$ cat src/rtl/logic_capture_pkg.sv
// Shared definitions for the capture engine: trigger modes, FSM states and
// register bit positions.
package logic_capture_pkg;

    localparam logic [1:0] MODE_LEVEL  = 2'd0;
    localparam logic [1:0] MODE_EDGE   = 2'd1;
    localparam logic [1:0] MODE_CHANGE = 2'd2;
    localparam logic [1:0] MODE_IMM    = 2'd3;

    typedef enum logic [2:0] {
        ST_IDLE,
        ST_PRE,
        ST_ARMED,
        ST_POST,
        ST_DONE
    } state_t;

    localparam int STAT_BUSY      = 0;
    localparam int STAT_TRIG      = 1;
    localparam int STAT_DONE      = 2;
    localparam int STAT_ADDR_LSB  = 16;

    localparam int CTRL_ARM       = 0;
    localparam int CTRL_ABORT     = 1;

    localparam int CFG0_VALUE_LSB = 0;
    localparam int CFG0_MASK_LSB  = 16;
    localparam int CFG1_PRE_LSB   = 0;
    localparam int CFG1_MODE_LSB  = 16;

endpackage

$ cat src/rtl/logic_trigger_eval.sv
// Combinational trigger decision for one sample against the latched
// value/mask and the previously written sample.
module logic_trigger_eval
    import logic_capture_pkg::*;
#(
    parameter int DATA_W = 8
) (
    input  logic [DATA_W-1:0] s,
    input  logic [DATA_W-1:0] s_prev,
    input  logic [DATA_W-1:0] value,
    input  logic [DATA_W-1:0] mask,
    input  logic [1:0]        mode,
    input  logic              prev_valid,
    output logic              trig
);

    logic match;
    logic prev_match;
    logic change;

    // Match/edge/change terms and mode selection
    always_comb begin
        match      = (((s ^ value) & mask) == '0);
        prev_match = (((s_prev ^ value) & mask) == '0);
        change     = (((s ^ s_prev) & mask) != '0);
        trig       = 1'b0;
        case (mode)
            MODE_LEVEL:  trig = match;
            MODE_EDGE:   trig = match & ~prev_match & prev_valid;
            MODE_CHANGE: trig = change & prev_valid;
            MODE_IMM:    trig = 1'b1;
            default:     trig = 1'b0;
        endcase
    end

endmodule

$ cat src/rtl/logic_capture_pt.sv
// Circular-buffer capture engine with pre-trigger window, masked triggering,
// abort and trigger-address reporting. The FSM state decides the next write;
// RAM outputs and status flags are registered one cycle behind that decision.
module logic_capture_pt
    import logic_capture_pkg::*;
#(
    parameter int DATA_W = 8,
    parameter int ADDR_W = 10
) (
    input  logic              clk,
    input  logic              reset,
    output logic [31:0]       status,
    input  logic [31:0]       control,
    input  logic [31:0]       config0,
    input  logic [31:0]       config1,
    input  logic [DATA_W-1:0] datain,
    output logic [DATA_W-1:0] dataout,
    output logic              we,
    output logic              en,
    output logic [ADDR_W-1:0] address
);

    localparam logic [16:0] DEPTH_M1 = 17'((32'd1 << ADDR_W) - 32'd1);

    state_t              state;
    logic [DATA_W-1:0]   sample_p0;
    logic [DATA_W-1:0]   sample_prev_p1;
    logic [DATA_W-1:0]   value_lat;
    logic [DATA_W-1:0]   mask_lat;
    logic [1:0]          mode_lat;
    logic [ADDR_W-1:0]   p_lat;
    logic [ADDR_W-1:0]   post_lat;
    logic [ADDR_W-1:0]   wr_ptr;
    logic [ADDR_W-1:0]   cnt;
    logic [ADDR_W-1:0]   trig_addr;
    logic                arm_prev;
    logic                prev_valid;
    logic                trig_pend_p1;
    logic                triggered;
    logic                done;
    logic                trig;
    logic                busy;
    logic                arm_rise;
    logic                abort;
    logic [16:0]         p_req_ext;
    logic [ADDR_W-1:0]   p_clamp;
    logic                unused_cfg;

    assign arm_rise  = control[CTRL_ARM] & ~arm_prev;
    assign abort     = control[CTRL_ABORT];
    assign p_req_ext = {1'b0, config1[CFG1_PRE_LSB +: 16]};
    assign p_clamp   = (p_req_ext > DEPTH_M1) ? DEPTH_M1[ADDR_W-1:0] : p_req_ext[ADDR_W-1:0];
    assign busy      = (state == ST_PRE) || (state == ST_ARMED) || (state == ST_POST) || we;
    assign en        = we;
    assign unused_cfg = ^{control, config0, config1};

    logic_trigger_eval #(.DATA_W(DATA_W)) u_trig (
        .s          (sample_p0),
        .s_prev     (sample_prev_p1),
        .value      (value_lat),
        .mask       (mask_lat),
        .mode       (mode_lat),
        .prev_valid (prev_valid),
        .trig       (trig)
    );

    // Input register: probe bus sampled every cycle
    always_ff @(posedge clk) begin
        sample_p0 <= datain;
    end

    // Capture FSM, write port, counters and status flags
    always_ff @(posedge clk) begin
        if (reset) begin
            state        <= ST_IDLE;
            we           <= 1'b0;
            dataout      <= '0;
            address      <= '0;
            wr_ptr       <= '0;
            cnt          <= '0;
            trig_addr    <= '0;
            triggered    <= 1'b0;
            done         <= 1'b0;
            trig_pend_p1 <= 1'b0;
            arm_prev     <= 1'b1;
            prev_valid   <= 1'b0;
            p_lat        <= '0;
            post_lat     <= '0;
            value_lat    <= '0;
            mask_lat     <= '0;
            mode_lat     <= MODE_LEVEL;
        end else begin
            arm_prev     <= control[CTRL_ARM];
            trig_pend_p1 <= 1'b0;
            // The trigger sample's write cycle ends here: publish its address
            if (trig_pend_p1) begin
                triggered <= 1'b1;
                trig_addr <= address;
            end
            if (abort) begin
                state     <= ST_IDLE;
                we        <= 1'b0;
                triggered <= 1'b0;
                done      <= 1'b0;
                trig_addr <= '0;
            end else begin
                case (state)
                    ST_IDLE, ST_DONE: begin
                        we <= 1'b0;
                        if (state == ST_DONE) done <= 1'b1;
                        // A write still in flight counts as busy, so arm waits for it
                        if (arm_rise && !we) begin
                            triggered  <= 1'b0;
                            done       <= 1'b0;
                            wr_ptr     <= '0;
                            cnt        <= '0;
                            prev_valid <= 1'b0;
                            value_lat  <= config0[CFG0_VALUE_LSB +: DATA_W];
                            mask_lat   <= config0[CFG0_MASK_LSB +: DATA_W];
                            mode_lat   <= config1[CFG1_MODE_LSB +: 2];
                            p_lat      <= p_clamp;
                            post_lat   <= ~p_clamp;
                            state      <= (p_clamp != '0) ? ST_PRE : ST_ARMED;
                        end
                    end
                    ST_PRE, ST_ARMED, ST_POST: begin
                        we             <= 1'b1;
                        dataout        <= sample_p0;
                        address        <= wr_ptr;
                        wr_ptr         <= wr_ptr + ADDR_W'(1);
                        sample_prev_p1 <= sample_p0;
                        prev_valid     <= 1'b1;
                        cnt            <= cnt + ADDR_W'(1);
                        if (state == ST_PRE) begin
                            if (cnt == p_lat - ADDR_W'(1)) state <= ST_ARMED;
                        end else if (state == ST_ARMED) begin
                            if (trig) begin
                                trig_pend_p1 <= 1'b1;
                                cnt          <= '0;
                                state        <= (post_lat == '0) ? ST_DONE : ST_POST;
                            end
                        end else begin
                            if (cnt == post_lat - ADDR_W'(1)) state <= ST_DONE;
                        end
                    end
                    default: begin
                        state <= ST_IDLE;
                        we    <= 1'b0;
                    end
                endcase
            end
        end
    end

    // Status register image
    always_comb begin
        status                      = '0;
        status[STAT_BUSY]           = busy;
        status[STAT_TRIG]           = triggered;
        status[STAT_DONE]           = done;
        status[STAT_ADDR_LSB +: 16] = 16'(trig_addr);
    end

endmodule

$ cat config.mk
export PLATFORM = sky130hd
export DESIGN_NAME = logic_capture_pt
export DESIGN_NICKNAME = d
export VERILOG_FILES = /design/src/rtl/logic_capture_pkg.sv /design/src/rtl/logic_trigger_eval.sv /design/src/rtl/logic_capture_pt.sv
export SDC_FILE = /design/constraint.sdc
export NUM_CORES = 1
export LEC_CHECK = 0
export ABC_CLOCK_PERIOD_IN_PS = 4900
export CAP_MARGIN = 20
export CORE_AREA = 2 2 151 153
export DETAILED_ROUTE_END_ITERATION = 8
export DIE_AREA = 0 0 153 155
export SETUP_SLACK_MARGIN = 0.2
export SYNTH_ARGS = -nofsm -noshare
export SYNTH_HDL_FRONTEND = slang
export SYNTH_SLANG_ARGS = --single-unit
$ cat constraint.sdc
create_clock -name clk -period 4.9 [get_ports clk]
set_clock_uncertainty 0.1 [all_clocks]
set_input_delay 0.735 -clock clk [delete_from_list [all_inputs] [get_ports clk]]
set_output_delay 0.735 -clock clk [all_outputs]
set_load 0.1 [all_outputs]
### After elaboration in Yosys (flattened, before gate mapping)

Index checks and enable logic that the tools add are counted.

* add/sub/neg operators: 4
* multiply operators: 0
* divide/modulo/power cells: 0
* magnitude comparators: 1
* equal/unequal tests: 13
* shift-type cells: 0
* mux-type cells: 26
* bitwise gates (word level): 17
* reductions and logical operators: 24

Operators by type and width (number)
* 10-bit two-way mux: 5
* 10-bit case mux with 2 select lines: 2
* 8-bit AND: 3
* 8-bit XOR: 3
* 3-bit two-way mux: 7
* 10-bit by 1-bit adder with 10-bit output, second input constant: 2
* 10-bit equality test: 2
* 10-bit by 1-bit subtractor with 10-bit output, second input constant: 2
* 16-bit by 10-bit > comparator with 1-bit output, second input constant: 1
* 8-bit zero test: 2
* 10-bit zero test: 1
* 10-bit NOT: 1
* 10-bit nonzero test: 1
* 3-bit AND reduction: 3
* 1-bit two-way mux: 8
* 4-bit != test, second input constant: 2
* 8-bit nonzero test: 1
* 3-bit by 2-bit equality test with 1-bit output, second input constant: 2
* 1-bit NOT: 6
* 3-bit case mux with 2 select lines: 1
* 5-bit OR reduction: 1
* 1-bit AND: 4
* 2-bit equality test, second input constant: 2
* 1-bit case mux with 4 select lines: 1
* 17 further kinds: 22

* register bits: 111
* latch bits: 0
* memory bits (writable): 0
* bits in read-only memories: 0
* input bits: 106
* output and inout port bits: 52
* logic and storage cells: 104
* memories: 0

### Depth between registers and ports, before layout

Gate-level depths: netlist (run 1).

* word-level depth: 11
* mapped depth: 10

### By module

From an unflattened synthesis (run 1), not the netlist that was laid out.

* cell total of the unflattened synthesis: 641
* area total of the unflattened synthesis: 5392.7 µm²

Modules (own cells, without submodules)
* logic_capture_pt: times used 1, cells each 592, area each 4979.8 µm², seq. area each 2302.2 µm²
* logic_trigger_eval: times used 1, cells each 49, area each 412.9 µm², seq. area each 0.0 µm²

### Worst setup path before layout (run 1)

Ideal clock, no wire load.

* path type: input -> register
* from: input port control[1]
* to: register cnt[4]
* library setup time: 0.060 ns
* arrival time: 2.295 ns
* data required time: 4.740 ns
* setup slack: 2.445 ns
* cell stages on the path: 7
* buffers on the path: 2
* cells stage by stage: buf_6 > or3_1 > clkbuf_1 > nor2_1 > nand3_1 > nor2_1 > a221o_1

* word-level cells in the longest chain between the ends: 2

Ends and longest elaborated chain
* start, declared: line logic_capture_pt.sv:13 `input logic [31:0] control,`
* 1-bit NOT (no source line)
* 3-bit AND reduction (no source line)
* end signal, assigned: line logic_capture_pt.sv:133 `cnt <= cnt + ADDR_W'(1);`
* end, declared: line logic_capture_pt.sv:34 `logic [ADDR_W-1:0] cnt;`

Every way passes these cells.
A chain may end at the register's enable or synchronous reset.

### Worst setup path in the final report (run 1)

* from: register state[2]
* to: output port status[0]

* word-level cells in the longest chain between the ends: 4
* elaborated cells between the ends (all ways): 6
* classes of those cells: 3 x eq/ne; 3 x reduce/logical

Ends and longest elaborated chain
* start, declared: line logic_capture_pt.sv:25 `state_t state;`
* start signal, assigned: line logic_capture_pt.sv:123 `state <= (p_clamp != '0) ? ST_PRE : ST_ARMED;`
* start signal, assigned: line logic_capture_pt.sv:140 `state <= (post_lat == '0) ? ST_DONE : ST_POST;`
* 3-bit by 1-bit equality test with 1-bit output / 3-bit by 2-bit equality test with 1-bit output (equally long branches): line logic_capture_pt.sv:53 `assign busy = (state == ST_PRE) || (state == ST_ARMED) || (state == ST_POST) || we;`
* 1-bit logical OR: line logic_capture_pt.sv:53
* 1-bit logical OR (*) (2 in series): line logic_capture_pt.sv:53
* end, declared: line logic_capture_pt.sv:12 `output logic [31:0] status,`

Every way passes the cells marked *; elsewhere a longest branch is shown, timed or not.

==> results of run 1 <==
power by group through the flow:
stage,Clock [uW],Combinational (uW),Sequential (uW)
finish,755,209,941
global route,814,225,943
CTS,772,210,941
detailed placement,0,209,962
global placement,0,208,962
floorplan,0,156,966
area by class of cell:
cell class / count / area (um2)
well taps: 285 / 357
multi-input cells: 480 / 2780
inverters: 12 / 45.0
fillers: 2360 / 15600
clock buffers: 10 / 229
repair buffers: 83 / 821
clock inverters: 6 / 68.8
flip-flops and latches: 111 / 2300
tightest hold or removal path, cell delays in order (launching register included):
cell and delay (ns):
dfxtp_1 0.31, nand2_1 0.05, a21oi_1 0.05
synthesized netlist by cell type, types with 4 or more instances:
library cell	instances	share of area, %
nand2_1	94	6.5
buf_6	5	1.0
a22oi_1	5	0.69
nand3_1	18	1.7
a211oi_1	6	0.83
nor3_1	13	1.2
o21ai_0	15	1.4
inv_1	12	0.83
a221o_1	4	0.74
edfxtp_1	8	4.4
ha_1	8	1.8
o211ai_1	4	0.55
xor2_1	35	5.7
buf_4	23	3.2
and3_1	12	1.4
a21oi_1	70	6.5
a22o_1	6	0.97
mux2i_1	10	1.8
dfxtp_1	103	38
nor2_1	77	5.3
clkbuf_1	26	1.8
or3_1	4	0.46
or2_2	5	0.58
xnor2_1	15	2.4
nor4_1	5	0.58
metrics by stage:
step / utilization, % / hold WS [ns] / std cells
4_1_cts: 29.6 / 0.359 / 986
3_5_place_dp: 28.3 / 0.348 / 970
2_1_floorplan: - / 0.336 / 660
6_report: 29.7 / 0.357 / 987
5_1_grt: 29.7 / 0.388 / 987
3_3_place_gp: 28.3 / 0.344 / 970
logic make-up after synthesis:
group,synth area share (%)
xor gates and xnor gates,8.08
muxes,1.85
DFF,42.5
other,0.0692
buffers and inverters,7.44
and+or+nand+nor,21.5
adders and majority gates,1.85
AOI/OAI and AO/OA,16.8
sequential cells by signal, indices dropped and copies added, names as in the netlist:
| name | count |
|---|---|
| cnt | 10 |
| sample_prev_p1 | 8 |
| mask_lat | 8 |
| mode_lat | 2 |
| dataout | 8 |
| address | 10 |
| trig_addr | 10 |
| wr_ptr | 10 |
| trig_pend_p1 | 1 |
| done | 1 |
| sample_p0 | 8 |
| state | 3 |
| prev_valid | 1 |
| value_lat | 8 |
| p_lat | 10 |
| triggered | 1 |
| arm_prev | 1 |
| post_lat | 10 |
| en | 1 |
cells in the final DEF (no fill, tap or decap), types with 3 or more instances in the layout:
cell	count
a211oi_1	6
a21oi_1	70
a221o_1	4
a222oi_1	3
a22o_1	6
a22oi_1	5
and3_1	12
buf_4	4
clkbuf_16	9
clkdlybuf4s50_1	77
conb_1	19
dfxtp_1	103
edfxtp_1	8
ha_1	8
inv_1	12
mux2i_1	10
nand2_1	94
nand3_1	18
nand3b_1	3
nor2_1	76
nor3_1	13
nor4_1	5
o211ai_1	4
o21ai_0	15
or2_2	5
or3_1	4
xnor2_1	15
xor2_1	35
per-layer routing:
layer	up-vias	wire length (um)	track usage (%)
met2	85	6260	18.6
met5	-	0	0
li1	2294	-	-
met4	0	154	2.78
met1	2092	6590	15.0
met3	9	502	2.87
path summary, 6_finish.rpt:
check	to	slack [ns]	cells past startpoint
setup reg to reg	state[0]	2.07	9
setup / recovery	status[0]	1.66	4
hold reg to reg	dataout[3]	0.36	2
hold / removal	dataout[3]	0.36	2
==> out/results.md, run 1 <==
| Step | Parameter | Reported |
|:---|:---|:---|
| cts | Cts hold-fix bufs | 0 |
| cts | Clk Tree Root Cell | clkbuf_16 |
| pwr | Cell Pwr Density | 288 mW/mm2 |
| setup path | Biggest cell delay along the critical path | 1.17 ns |
| place | Post-Place Cell Area | 0.00629 mm2 |
| setup path | Data required time of the critical path | 4.07 ns |
| detailed routing | Post-detailed-route count of antenna-violating nets | 0 |
| run status | Result of the run | finished clean |
| pwr | Sequential cell fraction of total power | 49.4% |
| sta | Endpoints failing setup | 0 |
| cts | TritonCTS clock tree | done |
| pwr | Sw Ratio | 26.7% |
| synthesis | Share of synthesized flip-flops with an asynchronous set or reset | 0% |
| sta | Share of the cycle needed by the critical path after routing | 66.1% |
| setup path | Critical Path Start | state[2] |
| sta | Min Clock Period, post-route | 3.24 ns |
| synthesis | Synth Area per Inst | 8.44 um2 |
| synthesis | Number of library cell types mapped by synthesis | 65 |
| cts | Longest Clk Path Bufs | 2 |
| cts | Number of setup buffers added after CTS | 0 |
| floorplan | Die Y | 155 um |
| pwr | Net switching power figure | 510 uW |
| layout | Synthesis-to-finish area growth | 21.9% |
| setup path | Endpoint arrival time on the critical path | 2.41 ns |
| sta | Relative slew margins | 32.5% |
| pwr | Clock share of power | 39.6% |
| floorplan | Number of placement rows | 55 |
| sta | Final Max Tran Viols | 0 |
| setup path | Worst setup EP type | output port |
| synthesis | Synth warnings | 0 |
| pwr | Leakage power figure | 0.00240 uW |
| setup path | Worst reg2reg path startpoint | post_lat[0] |
| detailed routing | First-pass iteration count of the detailed router | 5 |
| synthesis | Mapped Cells | 642 |
| min path | Hold crit path type | flip-flop to flip-flop |
| sta | Setup tns final | 0 ns |
| layout | Proportion of layout cells with a drive suffix above 1 | 6.13% |
| detailed routing | Routed vias/inst | 4.54 |
| sta | Final hold viol count | 0 |
| setup path | Largest delay contributor family on the critical path | buffers and inverters |
| setup path | Slowest-stage cell, CP | clkdlybuf4s50_1 |
| sta | Setup WS post-layout | 1.66 ns |
| cts | Number of buffers added by the clock tree synthesis step | 9 |
| global routing | First-pass GRT wire length | 21.9 mm |
| floorplan | Initial core utilization | 24.4% |
| synthesis | Most used DFF post-synth | dfxtp_1 |
| flow run | Number of max-cap violations | 0 |
| detailed routing | Total detailed-routing wirelength | 13.5 mm |
| floorplan | Die ar. | 0.0237 mm2 |
| detailed routing | Starting DRC count in detailed routing | 273 |
| synthesis | Share of synthesized area occupied by flip-flops and latches | 42.5% |
| place | Worst slack at placement | 1.72 ns |
| pwr | Power consumption | 1900 uW |
| setup path | CP startpoint kind | flip-flop |
| detailed routing | Count of vias placed by the detailed router | 4,480 |
| layout | Final layout net count | 811 |
| synthesis | Number of flops mapped to enable cells by yosys | 8 |
| place | GP Congestion | 0.846 |
| layout | Antenna diode count | 0 |
| place | Number of buffers added on ports | 78 |
| global routing | Maximum number of pins on one net before global-route repair | 45 |
| pwr | Worst voltage drop across the vdd grid | 0.000185 V |
| sta | Setup repair after global routing missed its margin | false |
| cts | Count of cells resized by post-cts repair | 0 |
| floorplan | Width of the die | 153 um |
| pwr | Design internal power | 1400 uW |
| floorplan | I/O pin count | 158 |
| synthesis | Post-synthesis register bit count | 111 |
| cts | # clock sinks | 111 |
| setup path | Setup Crit Path Kind | flip-flop to output port |
| place | HPWL after detailed placement | 9.64 mm |
| global routing | Antenna violations before repair | 0 |
| pwr | Gate power share | 11.0% |
| global routing | Vias in the first global route | 4,272 |
| min path | Hold Startpoint | dataout[3] |
| layout | Final design area excluding fillers | 0.00661 mm2 |
| detailed routing | Number of remaining DRC errors | 0 |
| cts | Worst-Skew Late Latency | 0.36 ns |
| setup path | Worst Path Max Fanout | 5 |
| floorplan | Placeable core region | 0.0222 mm2 |
| setup path | Crit-path cells | inv_1, o21ai_0, nand2b_1, clkdlybuf4s50_1 |
| cts | Clock transition time at the flip-flop clock pins of the worst setup and hold paths | 0.08 ns |
| setup path | CP Buf/Inv Count | 2 |
| global routing | Global-route usage over all layers | 11.3% |
| detailed routing | Routed WL per cell | 13.7 um |
| global routing | Total overflow reported by the global router | 0 |
| sta | FMAX | 309 MHz |
| cts | H-tree depth | 3 |
| synthesis | Mapped cell area | 0.00542 mm2 |
| sta | Worst Max-Slew Pin Slew | 1.01 ns |
(Power assumes the default switching activity.)
==> inputs of run 2 (changes only) <==
ABC_CLOCK_PERIOD_IN_PS = 3200   (was 4900)
clock period = 3.2 ns   (was 4.9 ns; I/O delays follow)
==> run 2 against run 1 <==
Design area down 1.4%. First-iteration DRC count down 8.8%. Sequential power up 53%. Critical path depth up 3. Sequential share of layout area up 0.50 points. Global-route usage up 0.097 points. Die area unchanged.
==> out/results.md, run 2 (synthesis gave the netlist of run 1 again) <==
| Step | Parameter | Reported | Change |
|:---|:---|:---|:---|
| global routing | Antenna violations before repair | 0 | unchanged |
| floorplan | Number of placement rows | 55 | unchanged |
| setup path | Setup Crit Path Kind | flip-flop to flip-flop |  |
| detailed routing | Post-detailed-route count of antenna-violating nets | 0 | unchanged |
| layout | Most used cells in the layout excluding fill and tap cells | dfxtp_1, nand2_1, nor2_1 |  |
| sta | Endpoints failing setup | 0 | unchanged |
| cts | Number of buffers added by the clock tree synthesis step | 9 | unchanged |
| setup path | Biggest cell delay along the critical path | 0.51 ns | -0.66 ns |
| cts | TritonCTS clock tree | done |  |
| run status | Result of the run | finished clean |  |
| place | GP Congestion | 0.794 | -6.1% |
| pwr | Leakage power figure | 0.00246 uW | +2.7% |
| detailed routing | Number of remaining DRC errors | 0 | unchanged |
| pwr | Clock share of power | 38.2% | -1.4 points |
| layout | Most common library cell in the layout ignoring fill and taps | dfxtp_1 |  |
| floorplan | Initial core utilization | 24.4% | unchanged |
| floorplan | Die ar. | 0.0237 mm2 | unchanged |
| layout | Antenna diode count | 0 | unchanged |
| sta | Post-route worst hold slack | 0.359 ns | +0.00191 ns |
| pwr | Design internal power | 2060 uW | +48% |
| setup path | Data required time of the critical path | 3.40 ns | -0.67 ns |
| cts | Count of cells resized by post-cts repair | 0 | unchanged |
| setup path | CP startpoint kind | flip-flop |  |
| setup path | Setup crit end | cnt[5] |  |
| setup path | Depth of the most critical reg-to-reg path | 7 | -2 |
| sta | Worst Max-Slew Pin Slew | 0.837 ns | -0.173 ns |
| floorplan | Die Y | 155 um | unchanged |
| sta | Final Max Tran Viols | 0 | unchanged |
| global routing | First-pass GRT wire length | 22.0 mm | +0.50% |
| cts | Clock transition time at the flip-flop clock pins of the worst setup and hold paths | 0.08 ns | about the same |
| global routing | Vias in the first global route | 4,211 | -1.4% |
| detailed routing | Routed vias/inst | 4.57 | +0.58% |
| sta | FMAX | 380 MHz |  |
| cts | Worst-Skew Late Latency | 0.36 ns | about the same |
| setup path | Worst setup EP type | flip-flop |  |
| sta | Share of the cycle needed by the critical path after routing | 82.1% |  |
| detailed routing | Routed WL per cell | 13.5 um | -1.6% |
| cts | Longest Clk Path Bufs | 2 | unchanged |
| pwr | Sw Ratio | 27.8% | +1.0 points |
| cts | Clk Tree Root Cell | clkbuf_16 |  |
| cts | Cts hold-fix bufs | 0 | unchanged |
| layout | Final layout net count | 813 | +0.25% |
| sta | Relative slew margins | 44.0% | +12 points |
| place | Worst slack at placement | 0.585 ns | -1.14 ns |
| sta | Setup WS post-layout | 0.572 ns | -1.09 ns |
| sta | Final hold viol count | 0 | unchanged |
| setup path | Slowest-stage cell, CP | nor3_2 |  |
| min path | Hold crit path type | flip-flop to flip-flop |  |
| detailed routing | Total detailed-routing wirelength | 13.3 mm | -1.4% |
| setup path | Endpoint arrival time on the critical path | 2.83 ns | +0.42 ns |
| setup path | Critical Path Start | sample_prev_p1[7] |  |
| setup path | Crit-path cells | xor2_1, a222oi_1, inv_1, o211ai_1, a21oi_2, nor3_2, a221o_1 |  |
| pwr | Worst voltage drop across the vdd grid | 0.000269 V | +45% |
| sta | Min Clock Period, post-route | 2.63 ns |  |
| detailed routing | First-pass iteration count of the detailed router | 4 | -1 |
| pwr | Cell Pwr Density | 438 mW/mm2 | +52% |
| floorplan | I/O pin count | 158 | unchanged |
| floorplan | Placeable core region | 0.0222 mm2 | unchanged |
| detailed routing | Starting DRC count in detailed routing | 249 | -8.8% |
| pwr | Net switching power figure | 792 uW | +55% |
| place | Number of buffers added on ports | 78 | unchanged |
| detailed routing | Count of vias placed by the detailed router | 4,515 | +0.78% |
| setup path | Worst setup slack for register-to-register paths | 0.57 ns | -1.50 ns |
| layout | Synthesis-to-finish area growth | 20.2% |  |
| sta | Setup tns final | 0 ns | unchanged |
| cts | # clock sinks | 111 | unchanged |
| floorplan | Width of the die | 153 um | unchanged |
| pwr | Sequential cell fraction of total power | 50.5% | +1.1 points |
| place | HPWL after detailed placement | 9.67 mm | +0.28% |
| global routing | Total overflow reported by the global router | 0 | unchanged |
| global routing | Maximum number of pins on one net before global-route repair | 38 | -16% |
| setup path | Capture point of the worst reg-to-reg path | cnt[5] |  |
| flow run | Number of max-cap violations | 0 | unchanged |
| setup path | Worst Path Max Fanout | 9 | +4 |
| cts | H-tree depth | 3 | unchanged |
| layout | Proportion of layout cells with a drive suffix above 1 | 10.9% | +4.8 points |
| setup path | Worst reg2reg path startpoint | sample_prev_p1[7] |  |
| sta | Setup repair after global routing missed its margin | false |  |
| layout | Post-route core utilization | 29.3% | -0.42 points |
| global routing | Global-route usage over all layers | 11.4% | +0.097 points |
| cts | Number of setup buffers added after CTS | 0 | unchanged |
| pwr | Gate power share | 11.2% | +0.2 points |
## run 2: worst min path at each step
stage	depth (start not counted)	start	slack, ns	end
final	2	dataout[3]	0.36	dataout[3]
after global routing	2	dataout[0]	0.38	dataout[0]
after CTS	2	dataout[3]	0.36	dataout[3]
after detailed placement	2	dataout[3]	0.35	dataout[3]
after global placement	2	dataout[0]	0.35	dataout[0]
after floorplan	2	triggered	0.34	triggered
## run 2: power groups by stage
stage	registers (uW)	clock network, uW	logic (uW)
finish	1440	1090	320
global route	1440	1190	344
CTS	1440	1130	322
detailed placement	1470	0	321
global placement	1470	0	320
floorplan	1480	0	239
## run 2: layout make-up
type                            count  area (um2)
Clock inverter                      7        53.8
Tap cell                          285         357
Multi-Input combinational cell    480        2780
Timing Repair Buffer               85         746
Fill cell                        2396       15700
Sequential cell                   111        2300
Inverter                           12        45.0
Clock buffer                        9         225
## run 2: layer usage
metal / track usage, % / part of all wire [%] / vias up
met5: 0 / 0 / -
met4: 3.48 / 1.7 / 0
met3: 3.15 / 5.1 / 14
met2: 18.1 / 44 / 102
met1: 15.2 / 49 / 2098
li1: - / - / 2301
## run 2: worst max-delay path: cells and delay by family (launching register included)
kind,cells,cell delay [ns]
AOI/OAI and AO/OA,4,1.29
xor gates and xnor gates,1,0.16
buffers and inverters,1,0.07
DFF,1,0.43
and+or+nand+nor,1,0.51
## run 2: metrics by stage
step / cells / cell area (um2) / power [uW]
4_1_cts: 989 / 6510 / 2890
2_1_floorplan: 660 / 5490 / 1720
3_5_place_dp: 973 / 6230 / 1790
5_1_grt: 989 / 6510 / 2980
3_3_place_gp: 973 / 6230 / 1790
6_report: 989 / 6510 / 2850
